**src/rtl/exec_pkg.sv**
```systemverilog
// Shared encodings for the execute stage and its iterative multiply/divide unit.
// The signed divide operation exists only in builds that define EXECUTE_MDU_DIV_EN.
package exec_pkg;

    typedef enum logic [2:0] {
        ALU_AND = 3'b000,
        ALU_OR  = 3'b001,
        ALU_ADD = 3'b010,
        ALU_XOR = 3'b011,
        ALU_SUB = 3'b110,
        ALU_SLT = 3'b111
    } alu_ctrl_e;

    typedef enum logic [1:0] {
        MD_NONE  = 2'b00,
        MD_MULT  = 2'b01,
        MD_MULTU = 2'b10,
        MD_DIV   = 2'b11
    } md_op_e;

    typedef enum logic [1:0] {
        RES_ALU  = 2'b00,
        RES_LO   = 2'b01,
        RES_HI   = 2'b10,
        RES_ALU2 = 2'b11
    } res_src_e;

    typedef enum logic [1:0] {
        FWD_REG = 2'b00,
        FWD_WB  = 2'b01,
        FWD_MEM = 2'b10
    } fwd_sel_e;

    typedef enum logic [1:0] {
        S_IDLE = 2'b00,
        S_RUN  = 2'b01,
        S_DONE = 2'b10
    } mdu_state_e;

endpackage

```
**src/rtl/mdu_iter.sv**
```systemverilog
// Iterative shift-add multiplier (and, with EXECUTE_MDU_DIV_EN, restoring divider)
// owning the architectural HI/LO registers.
module mdu_iter
    import exec_pkg::*;
#(
    parameter int WIDTH = 32
) (
    input  logic             clk,
    input  logic             rst,
    input  logic             StallE,
    input  logic             FlushE,
    input  logic [1:0]       MdOpE,
    input  logic [WIDTH-1:0] SrcAE,
    input  logic [WIDTH-1:0] SrcBE,
    output logic             MdBusyE,
    output logic [WIDTH-1:0] hi,
    output logic [WIDTH-1:0] lo
);

    localparam int CW = $clog2(WIDTH + 1);

    mdu_state_e         state_q;
    logic [CW-1:0]      cnt_q;
    logic [WIDTH-1:0]   mcand_q;
    logic [2*WIDTH-1:0] prod_q;
    logic               neg_q;
    logic [WIDTH-1:0]   hi_q, lo_q;
`ifdef EXECUTE_MDU_DIV_EN
    logic               div_q, rneg_q, div0_q;
    logic [WIDTH+1:0]   div_diff;
`endif

    logic               md_start, signed_op, a_neg, b_neg;
    logic [WIDTH-1:0]   a_mag, b_mag;
    logic [WIDTH:0]     mul_sum;
    logic [2*WIDTH-1:0] step_d, mul_res;
    logic [WIDTH-1:0]   res_hi_d, res_lo_d;

    always_comb begin
`ifdef EXECUTE_MDU_DIV_EN
        md_start  = (MdOpE == MD_MULT) || (MdOpE == MD_MULTU) || (MdOpE == MD_DIV);
        signed_op = (MdOpE == MD_MULT) || (MdOpE == MD_DIV);
`else
        md_start  = (MdOpE == MD_MULT) || (MdOpE == MD_MULTU);
        signed_op = (MdOpE == MD_MULT);
`endif
        a_neg = signed_op & SrcAE[WIDTH-1];
        b_neg = signed_op & SrcBE[WIDTH-1];
        a_mag = a_neg ? (~SrcAE + 1'b1) : SrcAE;
        b_mag = b_neg ? (~SrcBE + 1'b1) : SrcBE;

        // Multiply: add multiplicand into the upper half when the multiplier LSB is set, then shift right.
        mul_sum = {1'b0, prod_q[2*WIDTH-1:WIDTH]} + (prod_q[0] ? {1'b0, mcand_q} : '0);
        step_d  = {mul_sum, prod_q[WIDTH-1:1]};
        mul_res = neg_q ? (~step_d + 1'b1) : step_d;
        res_hi_d = mul_res[2*WIDTH-1:WIDTH];
        res_lo_d = mul_res[WIDTH-1:0];
`ifdef EXECUTE_MDU_DIV_EN
        // Divide: remainder in the upper half, dividend shifting out / quotient shifting in below.
        div_diff = {1'b0, prod_q[2*WIDTH-1:WIDTH-1]} - {2'b00, mcand_q};
        if (div_q) begin
            step_d = div_diff[WIDTH+1] ? {prod_q[2*WIDTH-2:0], 1'b0}
                                       : {div_diff[WIDTH-1:0], prod_q[WIDTH-2:0], 1'b1};
            res_lo_d = div0_q ? '1 : (neg_q ? (~step_d[WIDTH-1:0] + 1'b1) : step_d[WIDTH-1:0]);
            res_hi_d = rneg_q ? (~step_d[2*WIDTH-1:WIDTH] + 1'b1) : step_d[2*WIDTH-1:WIDTH];
        end
`endif
    end

    assign MdBusyE = ((state_q == S_IDLE) && md_start) || (state_q == S_RUN);
    assign hi = hi_q;
    assign lo = lo_q;

    always_ff @(posedge clk) begin
        if (!rst) begin
            state_q <= S_IDLE;
            cnt_q   <= '0;
            mcand_q <= '0;
            prod_q  <= '0;
            neg_q   <= 1'b0;
            hi_q    <= '0;
            lo_q    <= '0;
`ifdef EXECUTE_MDU_DIV_EN
            div_q   <= 1'b0;
            rneg_q  <= 1'b0;
            div0_q  <= 1'b0;
`endif
        end else begin
            case (state_q)
                S_IDLE: begin
                    if (md_start && !FlushE) begin
                        state_q <= S_RUN;
                        cnt_q   <= CW'(WIDTH);
                        mcand_q <= b_mag;
                        prod_q  <= {{WIDTH{1'b0}}, a_mag};
                        neg_q   <= a_neg ^ b_neg;
`ifdef EXECUTE_MDU_DIV_EN
                        div_q   <= (MdOpE == MD_DIV);
                        rneg_q  <= a_neg;
                        div0_q  <= (SrcBE == '0);
`endif
                    end
                end
                S_RUN: begin
                    if (FlushE) begin
                        state_q <= S_IDLE;
                    end else begin
                        prod_q <= step_d;
                        cnt_q  <= cnt_q - CW'(1);
                        if (cnt_q == CW'(1)) begin
                            hi_q    <= res_hi_d;
                            lo_q    <= res_lo_d;
                            state_q <= S_DONE;
                        end
                    end
                end
                S_DONE: begin
                    // Wait for the instruction to leave E so it cannot restart itself.
                    if (FlushE || !StallE) state_q <= S_IDLE;
                end
                default: state_q <= S_IDLE;
            endcase
        end
    end

endmodule

```
**src/rtl/execute_mdu.sv**
```systemverilog
// Pipeline execute stage: E register, operand forwarding, ALU and HI/LO result select.
// Define EXECUTE_MDU_DIV_EN to enable the signed divide operation in mdu_iter.
module execute_mdu
    import exec_pkg::*;
#(
    parameter int WIDTH = 32,
    parameter int AW    = 5
) (
    input  logic             clk,
    input  logic             rst,
    input  logic             StallE,
    input  logic             FlushE,
    input  logic             RegWriteD,
    input  logic             MemWriteD,
    input  logic             RegDstD,
    input  logic [1:0]       ALUSrcD,
    input  logic [2:0]       ALUControlD,
    input  logic [1:0]       ResultSrcD,
    input  logic [1:0]       MdOpD,
    input  logic [AW-1:0]    RsD,
    input  logic [AW-1:0]    RtD,
    input  logic [AW-1:0]    RdD,
    input  logic [WIDTH-1:0] rd1D,
    input  logic [WIDTH-1:0] rd2D,
    input  logic [WIDTH-1:0] SignImmD,
    input  logic [WIDTH-1:0] UnsignedImmD,
    input  logic [1:0]       ForwardAE,
    input  logic [1:0]       ForwardBE,
    input  logic [WIDTH-1:0] ALUOutM,
    input  logic [WIDTH-1:0] ResultW,
    output logic             RegWriteE,
    output logic             MemWriteE,
    output logic [AW-1:0]    WriteRegE,
    output logic [AW-1:0]    RsE,
    output logic [AW-1:0]    RtE,
    output logic [WIDTH-1:0] ALUOutE,
    output logic [WIDTH-1:0] WriteDataE,
    output logic             MdBusyE,
    output logic [WIDTH-1:0] hi,
    output logic [WIDTH-1:0] lo
);

    logic             reg_write_q, mem_write_q, reg_dst_q;
    logic [1:0]       alu_src_q, result_src_q, md_op_q;
    logic [2:0]       alu_ctrl_q;
    logic [AW-1:0]    rs_q, rt_q, rd_q;
    logic [WIDTH-1:0] rd1_q, rd2_q, simm_q, uimm_q;
    logic [WIDTH-1:0] src_a, fwd_b, src_b, alu_y;

    always_ff @(posedge clk) begin
        if (!rst || FlushE) begin
            reg_write_q  <= 1'b0;
            mem_write_q  <= 1'b0;
            reg_dst_q    <= 1'b0;
            alu_src_q    <= '0;
            result_src_q <= '0;
            md_op_q      <= '0;
            alu_ctrl_q   <= '0;
            rs_q         <= '0;
            rt_q         <= '0;
            rd_q         <= '0;
            rd1_q        <= '0;
            rd2_q        <= '0;
            simm_q       <= '0;
            uimm_q       <= '0;
        end else if (!StallE) begin
            reg_write_q  <= RegWriteD;
            mem_write_q  <= MemWriteD;
            reg_dst_q    <= RegDstD;
            alu_src_q    <= ALUSrcD;
            result_src_q <= ResultSrcD;
            md_op_q      <= MdOpD;
            alu_ctrl_q   <= ALUControlD;
            rs_q         <= RsD;
            rt_q         <= RtD;
            rd_q         <= RdD;
            rd1_q        <= rd1D;
            rd2_q        <= rd2D;
            simm_q       <= SignImmD;
            uimm_q       <= UnsignedImmD;
        end
    end

    always_comb begin
        if (ForwardAE[1])              src_a = ALUOutM;
        else if (ForwardAE == FWD_WB)  src_a = ResultW;
        else                           src_a = rd1_q;

        if (ForwardBE[1])              fwd_b = ALUOutM;
        else if (ForwardBE == FWD_WB)  fwd_b = ResultW;
        else                           fwd_b = rd2_q;

        if (alu_src_q[1])              src_b = uimm_q;
        else if (alu_src_q[0])         src_b = simm_q;
        else                           src_b = fwd_b;

        case (alu_ctrl_q)
            ALU_AND: alu_y = src_a & src_b;
            ALU_OR:  alu_y = src_a | src_b;
            ALU_ADD: alu_y = src_a + src_b;
            ALU_XOR: alu_y = src_a ^ src_b;
            ALU_SUB: alu_y = src_a - src_b;
            ALU_SLT: alu_y = {{(WIDTH-1){1'b0}}, ($signed(src_a) < $signed(src_b))};
            default: alu_y = '0;
        endcase

        case (result_src_q)
            RES_LO:  ALUOutE = lo;
            RES_HI:  ALUOutE = hi;
            default: ALUOutE = alu_y;
        endcase
    end

    assign RegWriteE  = reg_write_q;
    assign MemWriteE  = mem_write_q;
    assign WriteRegE  = reg_dst_q ? rd_q : rt_q;
    assign RsE        = rs_q;
    assign RtE        = rt_q;
    assign WriteDataE = fwd_b;

    mdu_iter #(.WIDTH(WIDTH)) u_mdu (
        .clk     (clk),
        .rst     (rst),
        .StallE  (StallE),
        .FlushE  (FlushE),
        .MdOpE   (md_op_q),
        .SrcAE   (src_a),
        .SrcBE   (fwd_b),
        .MdBusyE (MdBusyE),
        .hi      (hi),
        .lo      (lo)
    );

endmodule

```
**config.mk**
```make
export PLATFORM = sky130hd
export DESIGN_NAME = execute_mdu
export DESIGN_NICKNAME = d
export VERILOG_FILES = /design/src/rtl/exec_pkg.sv /design/src/rtl/mdu_iter.sv /design/src/rtl/execute_mdu.sv
export SDC_FILE = /design/constraint.sdc
export NUM_CORES = 1
export LEC_CHECK = 0
export BUFFER_PORTS_ARGS = -buffer_cell sky130_fd_sc_hd__buf_4
export CAP_MARGIN = 25
export CORE_UTILIZATION = 25
export CTS_BUF_LIST = sky130_fd_sc_hd__clkbuf_8
export DETAILED_ROUTE_END_ITERATION = 7
export PLACE_DENSITY = 0.49
export SLEW_MARGIN = 0
export SYNTH_ARGS = -nofsm -noshare
export SYNTH_HDL_FRONTEND = slang
export SYNTH_HIERARCHICAL = 1
export SYNTH_SLANG_ARGS = --single-unit
```
**constraint.sdc**
```tcl
create_clock -name clk -period 4.83 [get_ports clk]
set_clock_uncertainty 0.05 [all_clocks]
set_input_delay 0.2415 -clock clk [delete_from_list [all_inputs] [get_ports clk]]
set_output_delay 0.2415 -clock clk [all_outputs]
set_load 0.02 [all_outputs]
```
Yosys cells after proc, flatten, opt, wreduce, memory -nomap -nowiden
Cells that the tools add are included.

Eq/ne operators: 18. Reduce and logical (&&, ||, !) cells: 16. Add/sub/neg operators: 7. Magnitude comparators: 1. Multiplexer cells: 24. Bitwise logic cells: 10.

Operator list (count): 32-bit 2-to-1 mux (9); 64-bit 2-to-1 mux (3); 32-bit one-hot mux with 6 select lines (1); 64-bit one-hot mux with 2 select lines (1); 32-bit by 1-bit adder with 32-bit output (second input constant) (2); 64-bit by 1-bit adder with 64-bit output (second input constant) (1); 32-bit inverter (2); 64-bit inverter (1); 32-bit one-hot mux with 2 select lines (1); 32-bit by 33-bit adder with 33-bit output (1); 32-bit adder (1); 32-bit bitwise AND (1); 32-bit < comparator (1); 32-bit bitwise OR (1); 32-bit subtractor (1); 32-bit bitwise XOR (1); 6-bit 2-to-1 mux (2); 6-bit one-hot mux with 2 select lines (1); 2-bit by 1-bit equality test with 1-bit output (second input constant) (5); 3-bit AND reduction (3); 2-bit 2-to-1 mux (4); 2-bit equality test (second input constant) (3); 3-bit by 2-bit equality test with 1-bit output (second input constant) (2); 3-bit equality test (second input constant) (2); other kinds (18) (26).

Word-level logic and storage cells: 97. Output and inout port bits: 146. Register bits after elaboration: 324.

Depth between registers and ports, before layout
Word-level depth: 8. Gate-level depth with buffers: 19. Depth with buffers taken out: 17.

Modules after synthesis
Netlist, hierarchy kept.

Modules (own cells, without submodules): execute_mdu (times used 1, cells each 1706, area each 13335.3 um^2); mdu_iter (times used 1, cells each 1371, area each 10794.1 um^2).

Worst setup path before layout
No wires, ideal clock.

Path type: input to output. From: input port ForwardBE[0]. To: output port ALUOutE[26]. Arrival: 5.048 ns. Setup slack: -0.509 ns. Stages: 18. Path buffers: 2. Required time: 4.538 ns. Path through: clkbuf_1 -> clkbuf_1 -> mux2i_1 -> o21ai_0 -> mux2i_1 -> o21ai_0 -> inv_1 -> ha_1 -> nor2b_2 -> or4_1 -> o21a_1 -> and2b_1 -> o21a_1 -> o31a_1 -> o311ai_1 -> o311ai_1 -> xnor2_1 -> a211oi_1.

Longest elaborated chain between the ends: 8. Elaborated cells on any way between the ends: 12. Classes of those cells: 2 x add/sub; 1 x eq/ne; 6 x mux; 3 x bitwise.

RTL lines: from (decl) (line execute_mdu.sv:28) `input logic [1:0] ForwardBE,`; 2-bit by 1-bit equality test with 1-bit output * (line execute_mdu.sv:90) `else if (ForwardBE == FWD_WB) fwd_b = ResultW;`; 32-bit 2-to-1 mux * (line execute_mdu.sv:90); 32-bit 2-to-1 mux * (line execute_mdu.sv:89) `if (ForwardBE[1]) fwd_b = ALUOutM;`; via WriteDataE[6] (line execute_mdu.sv:37) `output logic [WIDTH-1:0] WriteDataE,`; 32-bit 2-to-1 mux * (line execute_mdu.sv:94) `else if (alu_src_q[0]) src_b = simm_q;`; 32-bit 2-to-1 mux * (line execute_mdu.sv:93) `if (alu_src_q[1]) src_b = uimm_q;`; 32-bit subtractor or 32-bit adder (tied branches) (line execute_mdu.sv:102, execute_mdu.sv:100); 32-bit one-hot mux with 6 select lines * (line execute_mdu.sv:97) `case (alu_ctrl_q)`; 32-bit one-hot mux with 2 select lines * (line execute_mdu.sv:107) `case (result_src_q)`; to (decl) (line execute_mdu.sv:36) `output logic [WIDTH-1:0] ALUOutE,`.

The timed path passes the listed nets; every way through them passes the cells marked *.

Worst setup path in the final report
From: register alu_src_q[0]. To: output port ALUOutE[26].

Longest elaborated chain between the ends: 5. Elaborated cells on any way between the ends: 9. Classes of those cells: 2 x add/sub; 4 x mux; 3 x bitwise.

RTL lines: from (decl) (line execute_mdu.sv:44) `logic [1:0] alu_src_q, result_src_q, md_op_q;`; from (signal assigned) (line execute_mdu.sv:70) `alu_src_q <= ALUSrcD;`; 32-bit 2-to-1 mux * (line execute_mdu.sv:94); 32-bit 2-to-1 mux * (line execute_mdu.sv:93); 32-bit subtractor (tied with other cells) (line execute_mdu.sv:102) `ALU_SUB: alu_y = src_a - src_b;`; 32-bit one-hot mux with 6 select lines * (line execute_mdu.sv:97); 32-bit one-hot mux with 2 select lines * (line execute_mdu.sv:107).

Every way passes the cells marked *; elsewhere a longest branch is shown, timed or not.

==> results_dict.tcl <==
set metrics [dict create \
    clk_path_buf_depth 3 \
    cts_max_level 3 \
    fin_tns_setup_ns -0.0212 \
    synth_cells 3077 \
    ys_ff_latch 324 \
    p_clk_frac 0.348 \
    gp_congestion 1.02 \
    antenna_found_initial 17 \
    synthFlopType "dfxtp_1" \
    grt_pass1_wl_um 169000 \
    cp-start-kind "register" \
    arrival_ns 4.56 \
    yosys_warnings 6 \
    port-buffer-count 372 \
    grt_pass1_vias 24700 \
    routedWlPerCell_um 23.3 \
    fp-row-count 113 \
    area_delta_synth_final_pct 39.7 \
    synth_fp_nets 3447 \
    syn_avg_cell_area_um2 7.84 \
    cts_made_buffers 66 \
    end_kind "output port" \
    cts_tree "built" \
    drtIter0Drc 1931 \
    netlist.top_cell.by_area "dfxtp_1" \
    grt-ovfl-total 0 \
    hold_viol_final 0 \
    dp_slack_ns -0.175 \
    ys_seq_area_frac 0.269 \
    internal_power_w 0.00560 \
    period_share 1.00 \
    postRouteAntennaNets 0 \
    relSlewSlack 0.284 \
    hp-class "primary input to register" \
    maxCapViolCount 0 \
    synthArstFlopShare 0 \
    p_leak_nw 14.4 \
    synth.cell_area_um2 24100 \
    first_pass_iters 8 \
    initial_core_util 0.253 \
    dieWidth_um 313 \
    die_height_um 313 \
    root_buffer "clkbuf_8" \
    synth-edff-count 0 \
    worst_slew_pin_slew_ns 1.07 \
    worstSetupPathType "register to output port" \
    setup_viol 1 \
    dp_hpwl_um 94600 \
    status "complete, but fails checks" \
    drc 0 \
    via_per_inst 5.10 \
    drv_slew 0 \
    grt_max_degree 80 \
    die-area_um2 97800 \
    io-pin-count 373 \
    drive_gt1_frac 0.244 \
    num_vias 25900 \
    yosysMostFrequentCell "nor2_1" \
    p_comb_frac 0.330 \
    ff2ff_setup_slack_ns 0.33 \
    synth_top_area_frac 0.269 \
    cp_max_fo 6 \
    grt_setup_unrepaired "true" \
    violations "setup timing" \
    cts_sinks 324 \
    grt_usage 0.232 \
    p_sw_frac 0.354 \
    netSwitchingPower_w 0.00307 \
    nets 4126 \
    cp_data_required_time_ns 4.54 \
    layout_min_cycle_time_ns 4.85 \
    seq_power_share 0.322 \
    core_um2 95300 \
    peakVddDrop_mv 0.255 \
    max_freq_mhz 206 \
    clk_pin_slew_worst_paths_ns 0.06 \
    netlist_top_cells_count "nor2_1 (467), dfxtp_1 (324), mux2i_1 (259)" \
    ys_top_cells_by_area "dfxtp_1 (27%), mux2i_1 (11%), nor2_1 (7.3%), ha_1 (7.3%), a21oi_1 (3.7%)" \
    insertion_delay_ns 0.66 \
    power_density_nw_per_um2 257 \
    setup_ws_ns -0.0212 \
    synth_cell_types 106 \
    routed_wl_um 119000 \
]
==> path summary, 6_finish.rpt <==
check,from,endpoint,cells past startpoint
worst min-delay path,ALUOutM[23],u_mdu/mcand_q[23],6
worst max register to register,u_mdu/prod_q[0],u_mdu/hi[29],13
worst min register to register,u_mdu/mcand_q[0],u_mdu/mcand_q[0],2
worst max-delay path,alu_src_q[0],ALUOutE[26],18
==> cell usage in the layout, fill, tap and decap left out, types with 10 or more instances in the layout <==
cell type	synthesis	layout
buf_4	4	622
nor2_1	467	462
dfxtp_1	324	314
mux2i_1	259	254
nand2_1	221	219
dlygate4sd3_1	0	179
a21oi_1	176	165
inv_1	122	130
ha_1	140	118
o21ai_0	172	117
xor2_1	100	99
a211oi_1	94	93
clkbuf_8	3	85
a22oi_1	68	68
xnor2_1	66	66
and2_1	46	46
o21a_1	42	41
nor3_1	42	41
o21ai_1	8	40
nand3_1	39	39
o31ai_1	43	38
a21o_1	32	32
o211ai_1	27	27
o21ai_2	2	24
nor4_1	24	22
nand4_1	21	21
a31oi_1	22	20
or3_1	19	19
or4_1	21	19
o22ai_1	19	17
buf_6	11	17
a222oi_1	16	16
ha_4	0	13
o41ai_1	14	13
a21oi_2	3	11
nand2b_1	14	11
a221oi_1	14	11
diode_2	0	10
nor2b_1	11	10
==> layout make-up <==
| class | count | area (µm²) |
|---|---|---|
| clock inverter | 31 | 195 |
| timing repair buffer | 829 | 6860 |
| inverter | 126 | 490 |
| clock buffer | 85 | 1170 |
| tap | 1265 | 1580 |
| antenna | 10 | 25.0 |
| sequential | 324 | 6500 |
| multi-input combinational | 2409 | 16900 |
| fill | 10100 | 61600 |
==> state kept, by name, indices dropped and copies added, names as in the netlist, 3 cells and up <==
| register | count |
|---|---|
| alu_ctrl_q | 3 |
| u_mdu/mcand_q | 32 |
| RtE | 5 |
| RsE | 5 |
| simm_q | 32 |
| uimm_q | 32 |
| u_mdu/lo | 32 |
| rd1_q | 32 |
| u_mdu/prod_q | 64 |
| u_mdu/hi | 32 |
| rd_q | 5 |
| u_mdu/cnt_q | 6 |
| rd2_q | 32 |
==> power groups by stage <==
stage,Clock [W],Sequential [W],Combinational [W]
after floorplan,0,0.00283,0.00141
after global placement,0,0.00285,0.00252
after detailed placement,0,0.00285,0.00250
after CTS,0.00309,0.00279,0.00274
after global routing,0.00321,0.00280,0.00304
final,0.00302,0.00280,0.00286
==> worst max-delay path: stages, from the launching register on <==
cell,delay (ns)
dfxtp_4,0.38
buf_6,0.15
buf_6,0.11
mux2i_2,0.14
o21ai_2,0.19
buf_6,0.14
fa_2,0.21
nor2_2,0.05
o311a_1,0.33
buf_6,0.13
o21a_1,0.19
and2b_2,0.23
o21a_1,0.24
o31a_1,0.30
o311ai_2,0.30
o311ai_2,0.18
xnor2_1,0.16
a211oi_2,0.28
buf_4,0.19
==> repair_timing <==
item	in CTS	in global routing
endpoints found under the setup margin	22	19
setup buffers	26	17
hold endpoints to repair	169	0
pin swaps	41	57
hold buffers	179	0
resized for setup	104	97
==> routing by layer <==
metal  track usage  wire, µm  vias to the layer above
met5             0        94                        -
met4        0.0940      5160                       14
met3        0.0443      7340                      186
met2         0.376     54200                      903
met1         0.301     51700                    12400
li1              -         -                    12500
==> cells by family (layout without fill, tap and decap cells) <==
group | Yosys count | in the layout | share of synthesized area
muxes | 266 | 266 | 0.111
DFF | 324 | 324 | 0.269
buffers and inverters | 344 | 1071 | 0.0599
AOI/OAI and AO/OA | 861 | 861 | 0.243
xor gates and xnor gates | 166 | 166 | 0.0603
other | 0 | 10 | 0
adders and majority gates | 143 | 143 | 0.0751
and+or+nand+nor | 973 | 973 | 0.182
==> metrics by stage <==
stage | total power [W] | cells | hold slack [ns] | utilization | cell area, µm²
global placement | 0.00537 | 4733 | 0.390 | 0.309 | 29500
CTS | 0.00863 | 5052 | 0.134 | 0.348 | 33200
finish | 0.00867 | 5079 | 0.193 | 0.354 | 33700
detailed placement | 0.00535 | 4733 | 0.399 | 0.309 | 29500
floorplan | 0.00425 | 3077 | 0.271 | - | 24200
global route | 0.00905 | 5075 | 0.195 | 0.354 | 33700
Note: power is estimated with default switching activity, not from simulation.
